**config.mk**
```make
export PLATFORM = sky130hd
export DESIGN_NAME = seq_player
export DESIGN_NICKNAME = d
export VERILOG_FILES = /design/src/rtl/memgame_pkg.sv /design/src/rtl/seq_mem.sv /design/src/rtl/seq_player.sv
export SDC_FILE = /design/constraint.sdc
export NUM_CORES = 1
export LEC_CHECK = 0
export CELL_PAD_IN_SITES_DETAIL_PLACEMENT = 1
export CELL_PAD_IN_SITES_GLOBAL_PLACEMENT = 1
export CORE_ASPECT_RATIO = 1.1
export CORE_MARGIN = 5
export CORE_UTILIZATION = 47
export DETAILED_ROUTE_END_ITERATION = 12
export PLACE_DENSITY = 0.89
export SLEW_MARGIN = 20
export SYNTH_ARGS = -nofsm -noshare
export SYNTH_HDL_FRONTEND = slang
export SYNTH_SLANG_ARGS = --single-unit
```
**constraint.sdc**
```tcl
create_clock -name clk -period 4.3 [get_ports clk]
set_clock_uncertainty 0.2 [all_clocks]
set_input_delay 1.29 -clock clk [delete_from_list [all_inputs] [get_ports clk]]
set_output_delay 1.29 -clock clk [all_outputs]
set_load 0.03 [all_outputs]
```
**src/rtl/memgame_pkg.sv**
```systemverilog
// Shared types and constants for the memory-game sequence engine.
// Holds the player state encoding, the blank display code and length-width helper.
package memgame_pkg;

   typedef enum logic [2:0] {
      ST_IDLE,
      ST_SHOW,
      ST_GAP,
      ST_ENTRY,
      ST_FAIL
   } state_t;

   localparam logic [4:0] BLANK_CODE  = 5'd31;
   localparam int         DIGIT_W_DEF = 4;

   // Width needed to hold a count from 0 to max_len inclusive.
   function automatic int len_w(input int max_len);
      return $clog2(max_len + 1);
   endfunction

endpackage

```
**src/rtl/seq_mem.sv**
```systemverilog
// Digit store for the sequence player: one synchronous write port, one async read port.
// Contents are not reset; only entries below the current length are ever read back.
module seq_mem #(
   parameter int DEPTH = 16,
   parameter int WIDTH = 4,
   parameter int AW    = 4
) (
   input  logic             clk,
   input  logic             we,
   input  logic [AW-1:0]    waddr,
   input  logic [WIDTH-1:0] wdata,
   input  logic [AW-1:0]    raddr,
   output logic [WIDTH-1:0] rdata
);

   logic [WIDTH-1:0] mem [DEPTH];

   always_ff @(posedge clk) begin
      if (we) begin
         mem[waddr] <= wdata;
      end
   end

   // Addresses beyond DEPTH only appear for non-power-of-two depths; read them as zero.
   assign rdata = (32'(raddr) < DEPTH) ? mem[raddr] : '0;

endmodule

```
**src/rtl/seq_player.sv**
```systemverilog
// Sequence store / playback / entry-check engine for the memory game.
// Optional build macro SEQ_AUTO_APPEND_EN: append rand_in on seq_done when not full.
//
//   state    | meaning
//   ---------+-------------------------------------------------------------
//   ST_IDLE  | waiting; append grows the sequence, play starts playback
//   ST_SHOW  | displaying mem[index], timer running
//   ST_GAP   | blank between digits, timer running
//   ST_ENTRY | comparing player entries against mem[index]
//   ST_FAIL  | wrong entry seen; hold until clear or replay
module seq_player
   import memgame_pkg::*;
#(
   parameter int         MAX_LEN = 16,
   parameter int         DIGIT_W = DIGIT_W_DEF,
   parameter logic [4:0] BLANK   = BLANK_CODE,
   localparam int        LEN_W   = len_w(MAX_LEN)
) (
   input  logic               clk,
   input  logic               rst_n,
   input  logic               append,
   input  logic [DIGIT_W-1:0] rand_in,
   input  logic               play,
   input  logic               tick,
   input  logic               check_valid,
   input  logic [DIGIT_W-1:0] check_digit,
   input  logic               clear,
   output logic               timer_en,
   output logic [4:0]         disp_digit,
   output logic               busy,
   output logic               full,
   output logic [LEN_W-1:0]   length,
   output logic               match,
   output logic               mismatch,
   output logic               seq_done
);

   localparam int               AW        = (MAX_LEN > 1) ? $clog2(MAX_LEN) : 1;
   localparam logic [LEN_W-1:0] MAX_LEN_L = LEN_W'(MAX_LEN);

   state_t             state;
   state_t             state_nxt;
   logic [AW-1:0]      index;
   logic [AW-1:0]      index_nxt;
   logic [LEN_W-1:0]   length_nxt;
   logic               mem_we;
   logic [AW-1:0]      mem_raddr;
   logic [DIGIT_W-1:0] mem_rdata;
   logic               last_digit;
   logic               hit_match;
   logic               hit_mismatch;
   logic               hit_done;
   logic [4:0]         disp_nxt;
   logic               timer_nxt;
   logic               busy_nxt;
   logic               full_nxt;

   seq_mem #(
      .DEPTH (MAX_LEN),
      .WIDTH (DIGIT_W),
      .AW    (AW)
   ) u_seq_mem (
      .clk   (clk),
      .we    (mem_we),
      .waddr (length[AW-1:0]),
      .wdata (rand_in),
      .raddr (mem_raddr),
      .rdata (mem_rdata)
   );

   assign last_digit = (LEN_W'(index) == (length - 1'b1));

   // The single read port serves both the compare (ENTRY) and the digit about
   // to be displayed: entering SHOW from IDLE/FAIL shows digit 0, from GAP the next one.
   always_comb begin
      case (state)
         ST_GAP:            mem_raddr = index + 1'b1;
         ST_SHOW, ST_ENTRY: mem_raddr = index;
         default:           mem_raddr = '0;
      endcase
   end

   always_ff @(posedge clk or negedge rst_n) begin
      if (!rst_n) begin
         state      <= ST_IDLE;
         index      <= '0;
         length     <= '0;
         disp_digit <= BLANK;
         timer_en   <= 1'b0;
         busy       <= 1'b0;
         full       <= 1'b0;
         match      <= 1'b0;
         mismatch   <= 1'b0;
         seq_done   <= 1'b0;
      end else begin
         state      <= state_nxt;
         index      <= index_nxt;
         length     <= length_nxt;
         disp_digit <= disp_nxt;
         timer_en   <= timer_nxt;
         busy       <= busy_nxt;
         full       <= full_nxt;
         match      <= hit_match;
         mismatch   <= hit_mismatch;
         seq_done   <= hit_done;
      end
   end

   always_comb begin
      state_nxt    = state;
      index_nxt    = index;
      length_nxt   = length;
      mem_we       = 1'b0;
      hit_match    = 1'b0;
      hit_mismatch = 1'b0;
      hit_done     = 1'b0;
      if (clear) begin
         state_nxt  = ST_IDLE;
         index_nxt  = '0;
         length_nxt = '0;
      end else begin
         case (state)
            ST_IDLE: begin
               if (append) begin
                  if (!full) begin
                     mem_we     = 1'b1;
                     length_nxt = length + 1'b1;
                  end
               end else if (play && (length != '0)) begin
                  index_nxt = '0;
                  state_nxt = ST_SHOW;
               end
            end
            ST_SHOW: begin
               if (tick) begin
                  state_nxt = ST_GAP;
               end
            end
            ST_GAP: begin
               if (tick) begin
                  if (last_digit) begin
                     index_nxt = '0;
                     state_nxt = ST_ENTRY;
                  end else begin
                     index_nxt = index + 1'b1;
                     state_nxt = ST_SHOW;
                  end
               end
            end
            ST_ENTRY: begin
               if (check_valid) begin
                  if (check_digit == mem_rdata) begin
                     hit_match = 1'b1;
                     if (last_digit) begin
                        hit_done  = 1'b1;
                        index_nxt = '0;
                        state_nxt = ST_IDLE;
`ifdef SEQ_AUTO_APPEND_EN
                        if (!full) begin
                           mem_we     = 1'b1;
                           length_nxt = length + 1'b1;
                        end
`endif
                     end else begin
                        index_nxt = index + 1'b1;
                     end
                  end else begin
                     hit_mismatch = 1'b1;
                     state_nxt    = ST_FAIL;
                  end
               end
            end
            ST_FAIL: begin
               if (play) begin
                  index_nxt = '0;
                  state_nxt = ST_SHOW;
               end
            end
            default: begin
               state_nxt = ST_IDLE;
               index_nxt = '0;
            end
         endcase
      end
   end

   always_comb begin
      disp_nxt = BLANK;
      if (state_nxt == ST_SHOW) begin
         disp_nxt = 5'(mem_rdata);
      end
      timer_nxt = (state_nxt == ST_SHOW) || (state_nxt == ST_GAP);
      busy_nxt  = (state_nxt != ST_IDLE);
      full_nxt  = (length_nxt == MAX_LEN_L);
   end

endmodule

```
==> impl_metrics.toml, run 1 <==
[pwr]
p_seq_share_pct = 47.4
p_per_area_mw_per_mm2 = 351
p_leak_uw = 0.00209
ir_worst_vdd_mv = 0.319
power.total_uw = 1980
p_comb_share_pct = 12.6
pwr-share-clk_pct = 40.0
switching_power_uw = 505
switching_share_pct = 25.5
p_int_uw = 1470

[worst_setup_path]
cp_top_family = "compound AO/OA/AOI/OAI gates"
crit_path_frequent_cell = "buf_4"
crit_chain = "buf_4, nand2b_1, buf_4, o22ai_1, a2bb2oi_1, a311oi_1, nor3_1, o21a_1, o2111ai_2, a21boi_0, mux2_2"
max_stage_delay_ps = 480
rrSetupSlack_ps = 530
path_buf_inv = 2
r2r_end = "index[0]"
reg2regPathDepth = 11
cpMaxStageDelayCell = "nand2b_1"
start_kind = "flip-flop"
worstSetupPathType = "reg -> reg"
critPathMaxFanout = 44
r2r_start = "state[2]"
end_kind = "flip-flop"
critical_path_required_ps = 4330
cp.arrival_ps = 3800

[place]
routabilityCongestion = 0.828
dpl_cell_area_mm2 = 0.00534
port-buffer-count = 30
hpwl_um = 9740

[drt]
drtPass1Iterations = 5
ant_nets = 0
drt-initial-drc-count = 290
vias = 4100
routed_via_density = 6.41
drcViolationCount = 0
wl_per_cell_um = 22.2
drt_wl_total_um = 14200

[hold_path]
holdPathEnd = "index[1]"
hold_depth = 2
min-delay-start = "index[1]"
min_path_type = "reg -> reg"

[die]
die-height_um = 117
initial_core_util_pct = 47.6
coreArea_mm2 = 0.0103
ios = 31
dieWidth_um = 107
row_count = 39
die_area_mm2 = 0.0126

[cts]
htreeDepth = 3
cts_buffers = 9
cts_resized = 0
clockBufferDepth = 2
cts_tree = "yes"
cts-root-buf = "clkbuf_16"
cts_setup_buffers = 0
cts.sinks = 87
insertion_delay_ps = 340
clk_pin_slew_ps = 60
ctsHoldBuffers = 0

[job]
cap_violations = 0

[final_layout]
final_common_cell = "edfxtp_1"
syn_to_final_growth_pct = 15.0
stdcell_area_mm2 = 0.00563
nets = 512
drive_above_1_share_pct = 11.7
diodes = 0
mostFrequentLayoutCells = "64 x edfxtp_1, 34 x nor2_1, 32 x nand2_1"

[timing]
slew_viol_final = 0
rsz0062_at_grt = "no"
setup_viol = 0
worst_pin_slew_ps = 987
final.setup.tns_ps = 0
fin_crit_ps = 3770
slew_headroom_pct = 33.7
fmax_ghz = 0.265
hold_viol_final = 0
period_share_pct = 87.7

[synthesis]
syn_area_per_cell_um2 = 10.5
yosys_register_bits = 87
syn_area_mm2 = 0.00490
yosysSeqAreaShare_pct = 51.1
synthArstFlopShare_pct = 26.4
synth_top_area_share_pct = 39.2
yosys_warnings = 0
synthFlopType = "edfxtp_1"
syn_nets = 488
ys_types = 63
synth_edf_count = 64
netlist_instances = 468
yosys.area.top_type = "edfxtp_1"
synth_top_cells_by_area = "edfxtp_1 39%, dfrtp_1 9.2%, o22ai_1 3.4%"

[global_route]
grt_pass1_vias = 4234
antenna_found_initial = 0
grt_max_degree = 45
grt_pass1_wl_um = 22600
grt_overflow_total = 0
track_usage_pct = 23.6

[outcome]
status = "complete, no violations"
==> cell usage after synthesis, types with 4 or more instances <==
cell,count
or2_2,8
edfxtp_1,64
a2bb2oi_1,5
nor3b_1,8
dfrtp_1,18
a21oi_1,13
nand2_1,32
a31oi_1,7
nor3_1,13
o21ai_0,23
a311oi_1,4
o21a_1,5
o22a_1,8
o31ai_1,4
xor2_1,7
clkbuf_1,18
or3_1,6
o211ai_1,5
nand2b_1,8
nand4_1,8
ha_1,5
mux2i_1,13
dfstp_2,5
o211a_1,7
o221ai_1,9
buf_2,11
nor2_1,34
inv_1,21
o2111ai_1,4
nand3_1,15
o22ai_1,27
==> per-stage QoR <==
step / worst slack, ps / instances / utilization [%] / hold slack [ps]
finish: 530 / 640 / 54.7 / 431
global route: 374 / 640 / 54.7 / 461
CTS: 574 / 640 / 54.7 / 430
detailed placement: 609 / 624 / 51.9 / 415
global placement: 691 / 624 / 51.9 / 419
floorplan: 1250 / 468 / - / 363
==> worst register-to-register path, cell delays in order (launching register included) <==
cell and delay [ps]:
dfrtp_1 360, buf_4 410, nand2b_1 500, buf_4 250
o22ai_1 80, a2bb2oi_1 190, a311oi_1 110, nor3_1 370
o21a_1 210, o2111ai_2 200, a21boi_0 390, mux2_2 390
==> cell families after synthesis <==
| kind of cell | count (synthesis) | share of synthesized area [%] |
|---|---|---|
| DFF | 87 | 51.1 |
| and+or+nand+nor | 144 | 14.7 |
| AOI/OAI and AO/OA | 144 | 21.3 |
| xor gates and xnor gates | 10 | 1.79 |
| muxes | 19 | 4.27 |
| adders and majority gates | 6 | 1.48 |
| buffers and inverters | 58 | 5.29 |
==> flip-flops by register name, indices dropped and copies added, names as in the netlist <==
name           cells
length             5
busy               1
timer_en           1
mismatch           1
match              1
index              4
u_seq_mem.mem     64
disp_digit         5
state              3
full               1
seq_done           1
==> area by class of cell <==
| type | instances | area [µm²] |
|---|---|---|
| Inverter | 23 | 86.3 |
| Timing Repair Buffer | 48 | 430 |
| Fill cell | 1100 | 4660 |
| Sequential cell | 87 | 2500 |
| Multi-Input combinational cell | 323 | 2130 |
| Clock buffer | 10 | 229 |
| Tap cell | 143 | 179 |
| Clock inverter | 6 | 68.8 |
==> power by group through the flow <==
stage               Combinational [µW]  Sequential [µW]  Clock (µW)
floorplan                          142              964           0
global placement                   232              951           0
detailed placement                 243              953           0
CTS                                247              936         799
global route                       268              938         836
finish                             249              936         791
==> how the worst max path moves through the flow <==
stage	startpoint	endpoint	slack, ps	cells after the start
after global routing	state[2]	index[0]	370	11
final	state[2]	index[0]	530	11
after floorplan	index[1]	index[0]	1250	10
after detailed placement	state[2]	index[0]	610	11
after global placement	state[0]	index[0]	690	9
after CTS	state[2]	index[0]	570	11
==> metal layers <==
metal | vias up | part of all wire (%) | track usage, %
met5 | - | 0 | 0
met1 | 2033 | 41 | 29.7
met4 | 0 | 2.5 | 9.12
li1 | 1841 | - | -
met3 | 42 | 7.3 | 6.53
met2 | 184 | 49 | 38.9
(Power assumes the default switching activity.)
==> run 2, diff against run 1 <==
--- a/config.mk
+++ b/config.mk
@@ -12,6 +12,7 @@
 export CORE_UTILIZATION = 47
 export DETAILED_ROUTE_END_ITERATION = 12
 export PLACE_DENSITY = 0.89
+export SKIP_LAST_GASP = 1
 export SLEW_MARGIN = 20
 export SYNTH_ARGS = -nofsm -noshare
 export SYNTH_HDL_FRONTEND = slang
==> results of run 2 <==
Final layout, timing and power as in run 1 (identical DEF).
==> run 3, diff against run 2 <==
--- a/config.mk
+++ b/config.mk
@@ -5,12 +5,13 @@
 export SDC_FILE = /design/constraint.sdc
 export NUM_CORES = 1
 export LEC_CHECK = 0
+export CAP_MARGIN = 20
 export CELL_PAD_IN_SITES_DETAIL_PLACEMENT = 1
 export CELL_PAD_IN_SITES_GLOBAL_PLACEMENT = 1
 export CORE_ASPECT_RATIO = 1.1
-export CORE_MARGIN = 5
 export CORE_UTILIZATION = 47
 export DETAILED_ROUTE_END_ITERATION = 12
+export GPL_ROUTABILITY_DRIVEN = 0
 export PLACE_DENSITY = 0.89
 export SKIP_LAST_GASP = 1
 export SLEW_MARGIN = 20
==> run 3 against run 2 <==
  * Non-clock buffer count decreased by 1
  * Sequential power about the same
  * Combinational power up 2%
  * Critical path type unchanged
  * Cell area fell by 2.5%
  * Clock power decreased by 28%
  * Sequential share of layout area increased by 1.1 points
  * Worst setup slack improved by 21 ps
  * Power fell by 11%
  * Cell count down 3.8%
==> impl_metrics.toml, run 3 (same netlist as run 1, synthesis figures left out) <==
[outcome]
status = "complete, no violations"

[worst_setup_path]
r2r_end = "index[2]"
worstSetupPathType = "reg -> reg"
reg2regPathDepth = 11
rrSetupSlack_ps = 550
critPathMaxFanout = 19
r2r_start = "index[0]"
end_kind = "flip-flop"
crit_start = "index[0]"
critical_path_required_ps = 4410
start_kind = "flip-flop"
cp.arrival_ps = 3850

[final_layout]
instances_no_fill = 616
syn_to_final_growth_pct = 12.1
mostFrequentLayoutCells = "64 x edfxtp_1, 34 x nor2_1, 32 x nand2_1"
largest_register = "u_seq_mem.mem"
largest_reg_flops = 64
n_fill_cell = 1084
stdcell_area_mm2 = 0.00549
diodes = 0
final_common_cell = "edfxtp_1"
nets = 511
top_regs = "u_seq_mem.mem (64), disp_digit (5), length (5)"
drive_above_1_share_pct = 11.9

[die]
die_area_mm2 = 0.0108
dieWidth_um = 99.3
ios = 31
initial_core_util_pct = 49.0
coreArea_mm2 = 0.00998
die-height_um = 109
row_count = 38

[pwr]
p_leak_uw = 0.00204
p_int_uw = 1240
switching_power_uw = 514
ir_worst_vdd_mv = 0.165
p_per_area_mw_per_mm2 = 320
switching_share_pct = 29.3
p_comb_share_pct = 14.4
power.total_uw = 1760
pwr-share-clk_pct = 32.4
p_seq_share_pct = 53.2

[global_route]
grt_overflow_total = 0
antenna_found_initial = 0
grt_max_degree = 45
grt_pass1_wl_um = 23400
grt_pass1_vias = 4287
track_usage_pct = 28.9

[cts]
cts-root-buf = "clkbuf_8"
cts.sinks = 87
ctsHoldBuffers = 0
cts_setup_buffers = 0
cts_resized = 0
clockBufferDepth = 2
htreeDepth = 3
insertion_delay_ps = 380
cts_buffers = 9
cts_tree = "yes"
clk_pin_slew_ps = 100

[hold_path]
min-delay-start = "index[1]"
min_path_type = "reg -> reg"
holdPathEnd = "index[1]"
hold_depth = 2

[drt]
vias = 4108
wl_per_cell_um = 24.1
routed_via_density = 6.67
drt-initial-drc-count = 323
drtPass1Iterations = 5
ant_nets = 0
drt_wl_total_um = 14800
drcViolationCount = 0

[timing]
fin_crit_ps = 3750
hold_viol_final = 0
worst_pin_slew_ps = 1070
slew_headroom_pct = 28.2
slew_viol_final = 0
finalWorstSetupSlack_ps = 552
period_share_pct = 87.2
final.setup.tns_ps = 0
fmax_ghz = 0.267
setup_viol = 0
rsz0062_at_grt = "no"

[place]
port-buffer-count = 30
post-place-cells = 600
dpl_cell_area_mm2 = 0.00530
hpwl_um = 10100
dp_slack_ps = 625

[job]
cap_violations = 0
## run 3: stage by stage
| stage | util, % | hold WS [ps] |
|---|---|---|
| 2_1_floorplan | - | 363 |
| 3_3_place_gp | 53.1 | 413 |
| 3_5_place_dp | 53.1 | 445 |
| 4_1_cts | 55.1 | 468 |
| 5_1_grt | 55.0 | 498 |
| 6_report | 55.0 | 467 |
## run 3: worst max-delay path: stages, from the launching register on
cell and delay [ps]:
dfrtp_1 430, or3b_1 740, buf_4 320, o221ai_1 260, nand3_1 150, o211ai_1 310
nand4_1 160, nand4_1 150, o2111ai_2 160, buf_4 220, a2111o_1 390, a21oi_1 190
## run 3: worst max path at each step
stage,endpoint,cells past startpoint,slack (ps)
after CTS,index[2],11,590
after detailed placement,disp_digit[2],7,620
final,index[2],11,550
after floorplan,index[0],10,1250
after global placement,disp_digit[3],7,740
after global routing,index[0],10,360
## run 3: layout make-up
class	count	area, µm²	area share (%)
flip-flops and latches	87	2500	45.6
multi-input cells	323	2130	38.9
repair buffers	47	423	7.70
well taps	120	150	2.73
clock buffers	9	124	2.26
inverters	23	86.3	1.57
clock inverters	7	70.1	1.28
## run 3: power by group through the flow
stage | Sequential (µW) | Clock [µW] | Combinational [µW]
after floorplan | 964 | 0 | 142
after CTS | 935 | 576 | 252
after global routing | 937 | 605 | 272
final | 935 | 570 | 253
after global placement | 951 | 0 | 234
after detailed placement | 953 | 0 | 248
## run 3: layer usage
layer	vias up	track usage, %	wire (µm)
met5	-	0	0
met4	0	14.0	393
met3	27	5.71	831
met2	151	49.3	7460
met1	2088	35.1	6140
li1	1842	-	-
